`src/rtl/multicycle_alu.sv`:
```
// multicycle_alu -- registered execute-stage ALU with iterative multiply/divide.
//
// Single-cycle ops (and/or/add/sub/slt/nor) register their result into aluout
// and pulse done one cycle after start. multu/divu run one bit per cycle for
// WIDTH cycles with busy high, then pulse done from the FIN state with the
// final {hi,lo}.
//
// Ports:
//   clk, reset          rising-edge clock, synchronous active-high reset
//   aluin1, aluin2      operands A and B (sampled with an accepted start)
//   aluctl              operation select (sampled with an accepted start)
//   start               launch; only accepted in IDLE
//   aluout              registered single-cycle result
//   zero, overflow      registered A==B and signed add/sub overflow
//   busy                multiply/divide in progress
//   done                one-cycle result-valid pulse
//   hi, lo              product high/low, or remainder/quotient
module multicycle_alu #(
    parameter int WIDTH = 32,
    parameter int CNTW  = 6
) (
    input  logic             clk,
    input  logic             reset,
    input  logic [WIDTH-1:0] aluin1,
    input  logic [WIDTH-1:0] aluin2,
    input  logic [3:0]       aluctl,
    input  logic             start,
    output logic [WIDTH-1:0] aluout,
    output logic             zero,
    output logic             overflow,
    output logic             busy,
    output logic             done,
    output logic [WIDTH-1:0] hi,
    output logic [WIDTH-1:0] lo
);

    typedef enum logic [1:0] {S_IDLE, S_MUL, S_DIV, S_FIN} state_t;

    localparam logic [3:0] OP_AND  = 4'b0000;
    localparam logic [3:0] OP_OR   = 4'b0001;
    localparam logic [3:0] OP_ADD  = 4'b0010;
    localparam logic [3:0] OP_SUB  = 4'b0110;
    localparam logic [3:0] OP_SLT  = 4'b0111;
    localparam logic [3:0] OP_NOR  = 4'b1100;
    localparam logic [3:0] OP_MULU = 4'b1000;
    localparam logic [3:0] OP_DIVU = 4'b1001;

    state_t           state_q, state_d;
    logic [CNTW-1:0]  cnt_q;
    logic [WIDTH-1:0] a_q, b_q;
    logic [WIDTH-1:0] aluout_q, hi_q, lo_q;
    logic             zero_q, ovf_q, done_q;

    logic             accept, is_mul, is_div, last_iter;
    logic [WIDTH-1:0] add_res, sub_res, sc_res;
    logic             sc_ovf;
    logic [WIDTH:0]   mul_sum, div_shift, div_diff;
    logic             div_ok;

    assign accept    = (state_q == S_IDLE) && start;
    assign is_mul    = (aluctl == OP_MULU);
    assign is_div    = (aluctl == OP_DIVU);
    assign last_iter = (cnt_q == CNTW'(WIDTH - 1));

    // Single-cycle datapath works straight off the inputs; it is only
    // consumed on the accepting edge.
    assign add_res = aluin1 + aluin2;
    assign sub_res = aluin1 - aluin2;

    always_comb begin
        sc_res = '0;
        sc_ovf = 1'b0;
        case (aluctl)
            OP_AND: sc_res = aluin1 & aluin2;
            OP_OR:  sc_res = aluin1 | aluin2;
            OP_ADD: begin
                sc_res = add_res;
                sc_ovf = (aluin1[WIDTH-1] == aluin2[WIDTH-1]) &&
                         (add_res[WIDTH-1] != aluin1[WIDTH-1]);
            end
            OP_SUB: begin
                sc_res = sub_res;
                sc_ovf = (aluin1[WIDTH-1] != aluin2[WIDTH-1]) &&
                         (sub_res[WIDTH-1] != aluin1[WIDTH-1]);
            end
            OP_SLT: sc_res = {{(WIDTH-1){1'b0}}, ($signed(aluin1) < $signed(aluin2))};
            OP_NOR: sc_res = ~(aluin1 | aluin2);
            default: sc_res = '0;
        endcase
    end

    // Right-shifting multiply: add multiplicand into hi when the current
    // multiplier LSB is set, then shift the whole {hi,lo} pair right.
    assign mul_sum = {1'b0, hi_q} + {1'b0, (b_q[0] ? a_q : '0)};

    // Restoring divide: lo starts as the dividend and fills with quotient
    // bits from the right; hi carries the partial remainder. A zero divisor
    // always "fits", giving an all-ones quotient and remainder == A.
    assign div_shift = {hi_q, lo_q[WIDTH-1]};
    assign div_ok    = (div_shift >= {1'b0, b_q});
    assign div_diff  = div_shift - {1'b0, b_q};

    // State register
    always_ff @(posedge clk) begin
        if (reset) state_q <= S_IDLE;
        else       state_q <= state_d;
    end

    // Next-state logic
    always_comb begin
        state_d = state_q;
        case (state_q)
            S_IDLE: if (accept && is_mul)      state_d = S_MUL;
                    else if (accept && is_div) state_d = S_DIV;
            S_MUL,
            S_DIV:  if (last_iter) state_d = S_FIN;
            S_FIN:  state_d = S_IDLE;
            default: state_d = S_IDLE;
        endcase
    end

    // Output logic
    always_comb begin
        busy = (state_q == S_MUL) || (state_q == S_DIV);
        done = done_q || (state_q == S_FIN);
    end

    // Datapath registers
    always_ff @(posedge clk) begin
        if (reset) begin
            cnt_q    <= '0;
            a_q      <= '0;
            b_q      <= '0;
            aluout_q <= '0;
            hi_q     <= '0;
            lo_q     <= '0;
            zero_q   <= 1'b0;
            ovf_q    <= 1'b0;
            done_q   <= 1'b0;
        end else begin
            done_q <= 1'b0;
            case (state_q)
                S_IDLE: if (start) begin
                    zero_q <= (aluin1 == aluin2);
                    ovf_q  <= sc_ovf;
                    a_q    <= aluin1;
                    b_q    <= aluin2;
                    cnt_q  <= '0;
                    if (is_mul) begin
                        hi_q <= '0;
                        lo_q <= '0;
                    end else if (is_div) begin
                        hi_q <= '0;
                        lo_q <= aluin1;
                    end else begin
                        aluout_q <= sc_res;
                        done_q   <= 1'b1;
                    end
                end
                S_MUL: begin
                    {hi_q, lo_q} <= {mul_sum, lo_q[WIDTH-1:1]};
                    b_q          <= b_q >> 1;
                    cnt_q        <= cnt_q + CNTW'(1);
                end
                S_DIV: begin
                    hi_q  <= div_ok ? div_diff[WIDTH-1:0] : div_shift[WIDTH-1:0];
                    lo_q  <= {lo_q[WIDTH-2:0], div_ok};
                    cnt_q <= cnt_q + CNTW'(1);
                end
                default: ;
            endcase
        end
    end

    assign aluout   = aluout_q;
    assign hi       = hi_q;
    assign lo       = lo_q;
    assign zero     = zero_q;
    assign overflow = ovf_q;

endmodule

```
`config.mk`:
```
export PLATFORM = sky130hd
export DESIGN_NAME = multicycle_alu
export DESIGN_NICKNAME = d
export VERILOG_FILES = /design/src/rtl/multicycle_alu.sv
export SDC_FILE = /design/constraint.sdc
export NUM_CORES = 1
export LEC_CHECK = 0
export ABC_AREA = 1
export ABC_CLOCK_PERIOD_IN_PS = 7450
export CAP_MARGIN = 20
export CORE_ASPECT_RATIO = 1.25
export CORE_UTILIZATION = 55
export CTS_CLUSTER_SIZE = 28
export DETAILED_ROUTE_END_ITERATION = 10
export PLACE_DENSITY = 0.77
export SLEW_MARGIN = 0
export SYNTH_ARGS = -nofsm -noshare
export SYNTH_HDL_FRONTEND = slang
export SYNTH_SLANG_ARGS = --single-unit
```
`constraint.sdc`:
```
create_clock -name clk -period 7.45 [get_ports clk]
set_clock_uncertainty 0.05 [all_clocks]
set_input_delay 2.235 -clock clk [delete_from_list [all_inputs] [get_ports clk]]
set_output_delay 2.235 -clock clk [all_outputs]
set_load 0.01 [all_outputs]
```
After elaboration in Yosys (flattened, before gate mapping)

Cells that the tools add are included.

Flip-flop bits (word level): 171
Output and inout bits: 100

Mux-type cells: 21
$lt $le $gt $ge: 2
Equality and inequality tests: 20
Bitwise logic cells: 7
Reduce and logical (&&, ||, !) cells: 20
Add/subtract/negate cells: 5

Operators by type and width:

| kind                                                                  | number |
|---|---|
| 32-bit two-way mux                                                    | 9 |
| 32-bit case mux with 3 select lines                                   | 2 |
| 32-bit case mux with 6 select lines                                   | 1 |
| 32-bit case mux with 2 select lines                                   | 1 |
| 32-bit subtractor                                                     | 2 |
| 32-bit by 32-bit adder with 33-bit output                             | 1 |
| 33-bit by 32-bit >= comparator with 1-bit output                      | 1 |
| 32-bit adder                                                          | 1 |
| 32-bit bitwise AND                                                    | 1 |
| 32-bit equality test                                                  | 1 |
| 32-bit less-than comparator                                           | 1 |
| 32-bit inverter                                                       | 1 |
| 32-bit bitwise OR                                                     | 1 |
| 4-bit equality test, second input constant                            | 3 |
| 6-bit case mux with 2 select lines                                    | 1 |
| 4-bit by 3-bit equality test with 1-bit output, second input constant | 2 |
| 2-bit AND reduction                                                   | 4 |
| 6-bit by 1-bit adder with 6-bit output, second input constant         | 1 |
| 6-bit by 5-bit equality test with 1-bit output, second input constant | 1 |
| 2-bit two-way mux                                                     | 3 |
| 6-bit two-way mux                                                     | 1 |
| 2-bit case mux with 3 select lines                                    | 1 |
| 1-bit logical AND                                                     | 5 |
| 2-bit equality test, second input constant                            | 2 |
| 21 further kinds                                                      | 28 |

Logic depth before layout (Yosys ltp)

Gate-level depths: netlist (run 1).

Depth in word-level cells: 6
Mapped depth: 18
Gate-level depth less buffers: 18

Worst setup path before layout (run 1)

OpenSTA, ideal clock, no wires.

Kind: input -> register
Start point: input port aluin1[0]
End point: register aluout_q[0], in the netlist aluout[0]
Setup time: 0.132 ns
Cell stages on the path: 17
Path buffers: 0
Path slack: 3.456 ns
Required time: 7.268 ns
Data arrival time: 3.812 ns
Cells stage by stage: inv_1 ha_1 fa_1 inv_1 nand2_1 nand2_1 nand2_1 nand2_1 nand2_1 nand2_1 nand2_1 nand2_1 nand2_1 nand3_1 nand2_1 nand2_1 a21oi_1

Longest elaborated chain between the ends: 3
Elaborated cells on any way between the ends: 7
Classes of those cells: add/sub (2); order compare (1); mux (1); bitwise (3)

Ends and longest elaborated chain:

| item                                                      | line | text |
|---|---|---|
| from (decl)                                               | 24   | `input logic [WIDTH-1:0] aluin1,` |
| branches (longest 2 deep; another with 32-bit subtractor) | -    |  |
| 32-bit case mux with 6 select lines *                     | 73   | `case (aluctl)` |
| to (signal assigned)                                      | 156  | `aluout_q <= sc_res;` |
| to (decl)                                                 | 51   | `logic [WIDTH-1:0] aluout_q, hi_q, lo_q;` |

Every way passes the cells marked *.
A chain may end at the register's enable or synchronous reset.

Final worst setup path (run 1)

Start point: input port aluin1[14]
End point: register aluout_q[0], in the netlist aluout[0]

Longest elaborated chain between the ends: 2

Ends and longest elaborated chain:

| item                                | line | text |
|---|---|---|
| 32-bit less-than comparator         | 86   | `OP_SLT: sc_res = {{(WIDTH-1){1'b0}}, ($signed(aluin1) < $signed(aluin2))};` |
| 32-bit case mux with 6 select lines | 73   |  |

No other way between the ends.

==> results of run 1 <==
routing by layer:
| layer | share of wire [%] | vias to the layer above | wire length (um) |
|---|---|---|---|
| li1 | - | 10800 | - |
| met1 | 35 | 10500 | 27800 |
| met2 | 47 | 1303 | 36900 |
| met3 | 8.4 | 378 | 6590 |
| met4 | 9.3 | 0 | 7280 |
| met5 | 0 | - | 0 |
worst register-to-register path: stages, from the launching register on:
cell and delay [ns]:
dfxtp_1 0.32, buf_4 0.34, ha_1 0.22, inv_1 0.08
fa_1 0.47, nand2_1 0.12, nand3_1 0.13, nand3_1 0.10
nand2_1 0.22, nand2_1 0.12, nand2_1 0.10, nand2_1 0.28
nand3_1 0.14, nand3_1 0.14, nand2_1 0.06, nand2_1 0.05
nand2_1 0.05, a21oi_1 0.14
cell families after synthesis:
group	share of synthesized area, %
DFF	18.1
AOI/OAI and AO/OA	18.3
xor gates and xnor gates	0.834
adders and majority gates	12.3
and+or+nand+nor	36.9
buffers and inverters	13.6
per-stage QoR:
stage          cell area (um^2)  cells  power, mW
2_1_floorplan             18900   3307       2.86
3_3_place_gp              20700   3797       3.68
3_5_place_dp              20700   3797       3.73
4_1_cts                   21300   3829       4.69
5_1_grt                   21400   3830       5.05
6_report                  21400   3831       4.80
cells in the final DEF, fill, tap and decap left out, drive strengths merged:
| cell | count |
|---|---|
| nor3 | 29 |
| o2111ai | 1 |
| o21ai | 227 |
| fa | 4 |
| dfxtp | 171 |
| o21a | 3 |
| a221oi | 28 |
| nand2 | 1047 |
| clkbuf | 18 |
| o221ai | 3 |
| xnor2 | 13 |
| inv | 546 |
| o211ai | 3 |
| buf | 18 |
| and3 | 2 |
| a32oi | 2 |
| a21o | 4 |
| nand3b | 29 |
| diode | 1 |
| nand3 | 259 |
| nor4 | 4 |
| nand4 | 37 |
| a31oi | 33 |
| bufinv | 1 |
| nor3b | 1 |
| nor2 | 232 |
| clkinv | 6 |
| a21boi | 7 |
| and2 | 9 |
| clkinvlp | 2 |
| clkdlybuf4s50 | 169 |
| a21oi | 260 |
| ha | 180 |
| xor2 | 5 |
| o22ai | 33 |
| o21bai | 16 |
| or2 | 5 |
sequential cells by signal, summed over array words and instances, names as in the netlist:
| signal | flops |
|---|---|
| a_q | 32 |
| hi | 32 |
| state_q | 2 |
| overflow | 1 |
| cnt_q | 6 |
| aluout | 32 |
| done_q | 1 |
| zero | 1 |
| b_q | 32 |
| lo | 32 |
how the worst max path moves through the flow:
stage / from / endpoint / slack [ns] / cells after the start
2_1_floorplan: aluin1[0] / aluout[0]$_SDFFE_PP0P_ / 3.46 / 17
3_3_place_gp: aluin1[28] / aluout[0]$_SDFFE_PP0P_ / 2.15 / 15
3_5_place_dp: aluin1[21] / aluout[29]$_SDFFE_PP0P_ / 2.13 / 14
4_1_cts: aluin1[21] / aluout[29]$_SDFFE_PP0P_ / 2.62 / 14
5_1_grt: aluin1[12] / aluout[24]$_SDFFE_PP0P_ / 2.42 / 14
6_report: aluin1[14] / aluout[0]$_SDFFE_PP0P_ / 2.52 / 14
power groups by stage:
stage,Clock [mW],Sequential (mW),Combinational (mW)
floorplan,0,1.26,1.60
global placement,0,1.29,2.39
global route,1.00,1.31,2.74
CTS,0.962,1.28,2.45
detailed placement,0,1.30,2.43
finish,0.965,1.29,2.54
cell type report:
class	instances	area [um^2]
Timing Repair Buffer	187	1850
Antenna cell	1	2.50
Inverter	541	2030
Tap cell	423	529
Clock buffer	18	439
Clock inverter	14	176
Sequential cell	171	3420
Fill cell	3377	12300
Multi-Input combinational cell	2476	12900
==> impl_metrics.json, run 1 <==
{
  "drt_iter0_markers": 2606,
  "r2r_end": "hi[28]$_SDFFE_PP0P_",
  "cts_num_sinks": 171,
  "synth-seq-cells": 171,
  "cap_violations": 0,
  "finalSetupViolCount": 0,
  "layout.nets": 3649,
  "synth.top_cells.by_area": "nand2_1, dfxtp_1, ha_1",
  "status": "finished clean",
  "ant_nets": 0,
  "rr_startpoint": "b_q[0]$_SDFFE_PP0P_",
  "crit_buf_inv": 2,
  "synth_ff_type": "dfxtp_1",
  "use_met1_pct": 47.3,
  "r2r_cells": 17,
  "power_density_nw_per_um2": 225,
  "start_util_pct": 56.1,
  "gr-usage-met2_pct": 75.7,
  "slowest_delay_ns": 0.57,
  "critPathTopFamily": "simple AND/OR/NAND/NOR gates",
  "core-area_um2": 33700,
  "hold_depth": 2,
  "gp_congestion": 1.18,
  "hold_violations": 0,
  "clk_pin_slew_ns": 0.08,
  "vdd_drop_max_v": 0.000204,
  "maxSlewViolCount": 0,
  "synth_async_sr_flop_share_pct": 0,
  "routedWlPerCell_um": 20.5,
  "dp_hpwl_um": 62000,
  "synth_cell_types": 50,
  "clock_latency_ns": 0.47,
  "cp-end-kind": "flop",
  "vias": 23000,
  "die_area_um2": 35100,
  "netlist.area_leader.share_pct": 20.6,
  "required_ns": 7.80,
  "synthCells": 3307,
  "pwr-share-seq_pct": 26.9,
  "switching_power_mw": 2.43,
  "grt_use_total_pct": 44.1,
  "synth_top_cell_by_area": "nand2_1",
  "syn_nets": 3562,
  "crit_arrival_ns": 5.27,
  "cts_tree": "done",
  "portBuffers": 170,
  "power.share.clock_pct": 20.1,
  "max_freq_mhz": 203,
  "crit_fanout": 10,
  "min_to": "aluout[3]$_SDFFE_PP0P_",
  "tns_ns": 0,
  "route.detailed.drc": 0,
  "numCtsBuffers": 17,
  "viasPerCell": 6.00,
  "p_leak_nw": 10.9,
  "ctsHoldBuffers": 0,
  "io_pins": 171,
  "drive_gt1_share_pct": 3.23,
  "h-tree-depth": 4,
  "fin_crit_ns": 4.93,
  "cts_max_path_buffers": 2,
  "synth_most_common_cell": "nand2_1",
  "busiest_layer": "met2",
  "grt_start_max_net_pins": 103,
  "synth_edf_count": 0,
  "grt_pass1_wl_um": 119000,
  "antenna_found_initial": 1,
  "p_sw_share_pct": 50.6,
  "path_class": "in2reg",
  "crit_path_frequent_cell": "nand2_1",
  "crit_path_start_kind": "input pin",
  "timing.hold.ws_ns": 0.416,
  "cp_slowest_cell": "clkdlybuf4s50_1",
  "gr-usage-met3_pct": 6.58,
  "rsz0062_at_grt": "no",
  "die_y_um": 209,
  "cts_root_buffer": "clkbuf_16",
  "preCtsSetupSlack_ns": 2.13,
  "die_x_um": 168,
  "worstHoldStart": "aluout[3]$_SDFFE_PP0P_",
  "synth_top_cells_by_count": "nand2_1, inv_1, nand3_1",
  "syn_to_final_growth_pct": 13.0,
  "ctsResizeCount": 0,
  "grt_pass1_vias": 22000,
  "rows": 75,
  "combPwrFrac_pct": 53.0,
  "globalRouteOverflowTotal": 0,
  "synth_area_um2": 18900,
  "hold_class": "reg2reg",
  "utilization_pct": 63.4,
  "worstMarginPinSlew_ns": 1.06,
  "r2r_slack_ns": 4.24,
  "relSlewSlack_pct": 29.3,
  "postCtsSetupBuffers": 0,
  "synth-seq-area-share_pct": 18.1,
  "setup_slack_ns": 2.52,
  "synth_area_per_cell_um2": 5.72,
  "p_int_mw": 2.37,
  "path_cells": "clkdlybuf4s50_1 -> inv_1 -> ha_1 -> nor2_1 -> nand2_1 -> nor2_1 -> nand2_1 -> nand2_1 -> nand2_1 -> nand3_1 -> nand3_1 -> nand2_1 -> nand2_1 -> a21oi_1",
  "fin_crit_sh_pct": 66.1,
  "wl_um": 78600,
  "yosys_warnings": 0,
  "drtPass1Iterations": 6
}
Note: power is estimated with default switching activity, not from simulation.
==> run 2: changes to the inputs <==
--- a/config.mk
+++ b/config.mk
@@ -6,13 +6,13 @@
 export NUM_CORES = 1
 export LEC_CHECK = 0
 export ABC_AREA = 1
-export ABC_CLOCK_PERIOD_IN_PS = 7450
+export ABC_CLOCK_PERIOD_IN_PS = 4200
 export CAP_MARGIN = 20
 export CORE_ASPECT_RATIO = 1.25
-export CORE_UTILIZATION = 55
+export CORE_UTILIZATION = 54
 export CTS_CLUSTER_SIZE = 28
 export DETAILED_ROUTE_END_ITERATION = 10
-export PLACE_DENSITY = 0.77
+export PLACE_DENSITY = 0.79
 export SLEW_MARGIN = 0
 export SYNTH_ARGS = -nofsm -noshare
 export SYNTH_HDL_FRONTEND = slang
==> constraint.sdc (replaced) <==
create_clock -name clk -period 4.2 [get_ports clk]
set_clock_uncertainty 0.05 [all_clocks]
set_input_delay 1.26 -clock clk [delete_from_list [all_inputs] [get_ports clk]]
set_output_delay 1.26 -clock clk [all_outputs]
set_load 0.01 [all_outputs]
==> impl_metrics.json, run 2 (synthesis results as in run 1) <==
{
  "fillers": 3377,
  "rows": 76,
  "finalSetupViolCount": 0,
  "crit_path_end": "aluout[31]$_SDFFE_PP0P_",
  "r2r_slack_ns": 0.95,
  "rr_startpoint": "hi[4]$_SDFFE_PP0P_",
  "cap_violations": 0,
  "drive_gt1_share_pct": 5.18,
  "preCtsSetupSlack_ns": -0.211,
  "dp_hpwl_um": 66100,
  "crit_fanout": 11,
  "layout_common_cells": "nand2_1, inv_1, nand3_1",
  "crit_start": "aluin1[4]",
  "gp_congestion": 1.11,
  "globalRouteOverflowTotal": 0,
  "drt_iter0_markers": 2466,
  "worstMarginPinSlew_ns": 0.884,
  "die_y_um": 211,
  "h-tree-depth": 4,
  "grt_pass1_wl_um": 127000,
  "num_antenna_cells": 0,
  "postCtsSetupBuffers": 0,
  "rsz0062_at_grt": "no",
  "status": "finished clean",
  "numCtsBuffers": 17,
  "required_ns": 4.47,
  "layout_commonest_cell": "nand2_1",
  "crit_arrival_ns": 4.28,
  "ctsHoldBuffers": 0,
  "cts_tree": "done",
  "antenna_found_initial": 1,
  "routedWlPerCell_um": 21.3,
  "r2r_cells": 14,
  "vias": 23400,
  "path_class": "in2reg",
  "cts_num_sinks": 171,
  "power_density_nw_per_um2": 398,
  "clk_pin_slew_ns": 0.08,
  "cts_max_path_buffers": 2,
  "route.detailed.drc": 0,
  "start_util_pct": 54.9,
  "grt_pass1_vias": 22700,
  "drtPass1Iterations": 6,
  "relSlewSlack_pct": 40.8,
  "total_power_mw": 8.74,
  "core-area_um2": 34400,
  "portBuffers": 170,
  "io_pins": 171,
  "grt_start_max_net_pins": 64,
  "r2r_end": "hi[28]$_SDFFE_PP0P_",
  "wl_um": 84100,
  "die_x_um": 169,
  "vdd_drop_max_v": 0.000325,
  "die_area_um2": 35800,
  "grt_use_total_pct": 47.0,
  "max_freq_mhz": 250,
  "hold_depth": 2,
  "cts_root_buffer": "clkbuf_16",
  "layout.nets": 3719,
  "fin_crit_ns": 4.00,
  "cp-end-kind": "flop",
  "hold_class": "reg2reg",
  "clock_latency_ns": 0.46,
  "maxSlewViolCount": 0,
  "hold_violations": 0,
  "syn_to_final_growth_pct": 16.3,
  "ant_nets": 0,
  "crit_path_start_kind": "input pin",
  "setup_slack_ns": 0.195,
  "p_leak_nw": 11.2,
  "viasPerCell": 5.94,
  "fin_crit_sh_pct": 95.4
}
run 2: layer usage:
layer  global-route usage [%]  vias up  routed length (um)
met1                     50.8    10600               29800
met3                     10.2      401                7860
met2                     78.3     1425               38800
li1                         -    10900                   -
met4                     39.8        2                7660
met5                        0        -                  13
run 2: worst min-delay path by stage:
stage	startpoint	end	slack (ns)
floorplan	b_q[31]$_SDFFE_PP0P_	b_q[31]$_SDFFE_PP0P_	0.40
global placement	aluout[29]$_SDFFE_PP0P_	aluout[29]$_SDFFE_PP0P_	0.40
detailed placement	aluout[25]$_SDFFE_PP0P_	aluout[25]$_SDFFE_PP0P_	0.41
CTS	aluout[5]$_SDFFE_PP0P_	aluout[5]$_SDFFE_PP0P_	0.42
global route	aluout[13]$_SDFFE_PP0P_	aluout[13]$_SDFFE_PP0P_	0.43
finish	aluout[29]$_SDFFE_PP0P_	aluout[29]$_SDFFE_PP0P_	0.42
run 2: what timing repair did:
item / CTS / global route
endpoints found under the setup margin: 0 / 2
hold endpoints to repair: 0 / 0
resized for setup: 0 / 1
run 2: per-stage QoR:
| stage | util [%] | hold slack (ns) | area (um^2) | cells | setup TNS [ns] |
|---|---|---|---|---|---|
| 6_report | 63.9 | 0.420 | 22000 | 3945 | 0 |
| 5_1_grt | 63.9 | 0.434 | 22000 | 3945 | 0 |
| 4_1_cts | 63.9 | 0.423 | 22000 | 3945 | 0 |
| 3_5_place_dp | 62.2 | 0.409 | 21400 | 3913 | -0.724 |
| 3_3_place_gp | 62.1 | 0.404 | 21400 | 3912 | -0.582 |
| 2_1_floorplan | - | 0.402 | 18900 | 3307 | 0 |
run 2: critical path: stages:
cell             delay [ns]
clkdlybuf4s50_1        0.53
inv_1                  0.12
ha_1                   0.50
nand2_1                0.18
nor2_2                 0.34
nand3_1                0.19
nand2_1                0.20
nand2_1                0.07
nand2_1                0.20
nand3_1                0.22
nand2_1                0.14
nand2_1                0.06
nand3_1                0.07
nand3_1                0.08
nand2_1                0.06
a21oi_1                0.06
run 2: where the power goes:
part / switching (mW) / internal (mW)
Clock: 0.842 / 0.793
Combinational: 3.33 / 1.49
Sequential: 0.320 / 1.97
run 2: cell type report:
class	count	area, um^2	area share, %
Sequential cell	171	3420	15.6
Tap cell	468	586	2.66
Clock inverter	14	148	0.672
Inverter	541	2030	9.24
Multi-Input combinational cell	2476	12900	58.8
Clock buffer	18	429	1.95
Timing Repair Buffer	257	2450	11.1
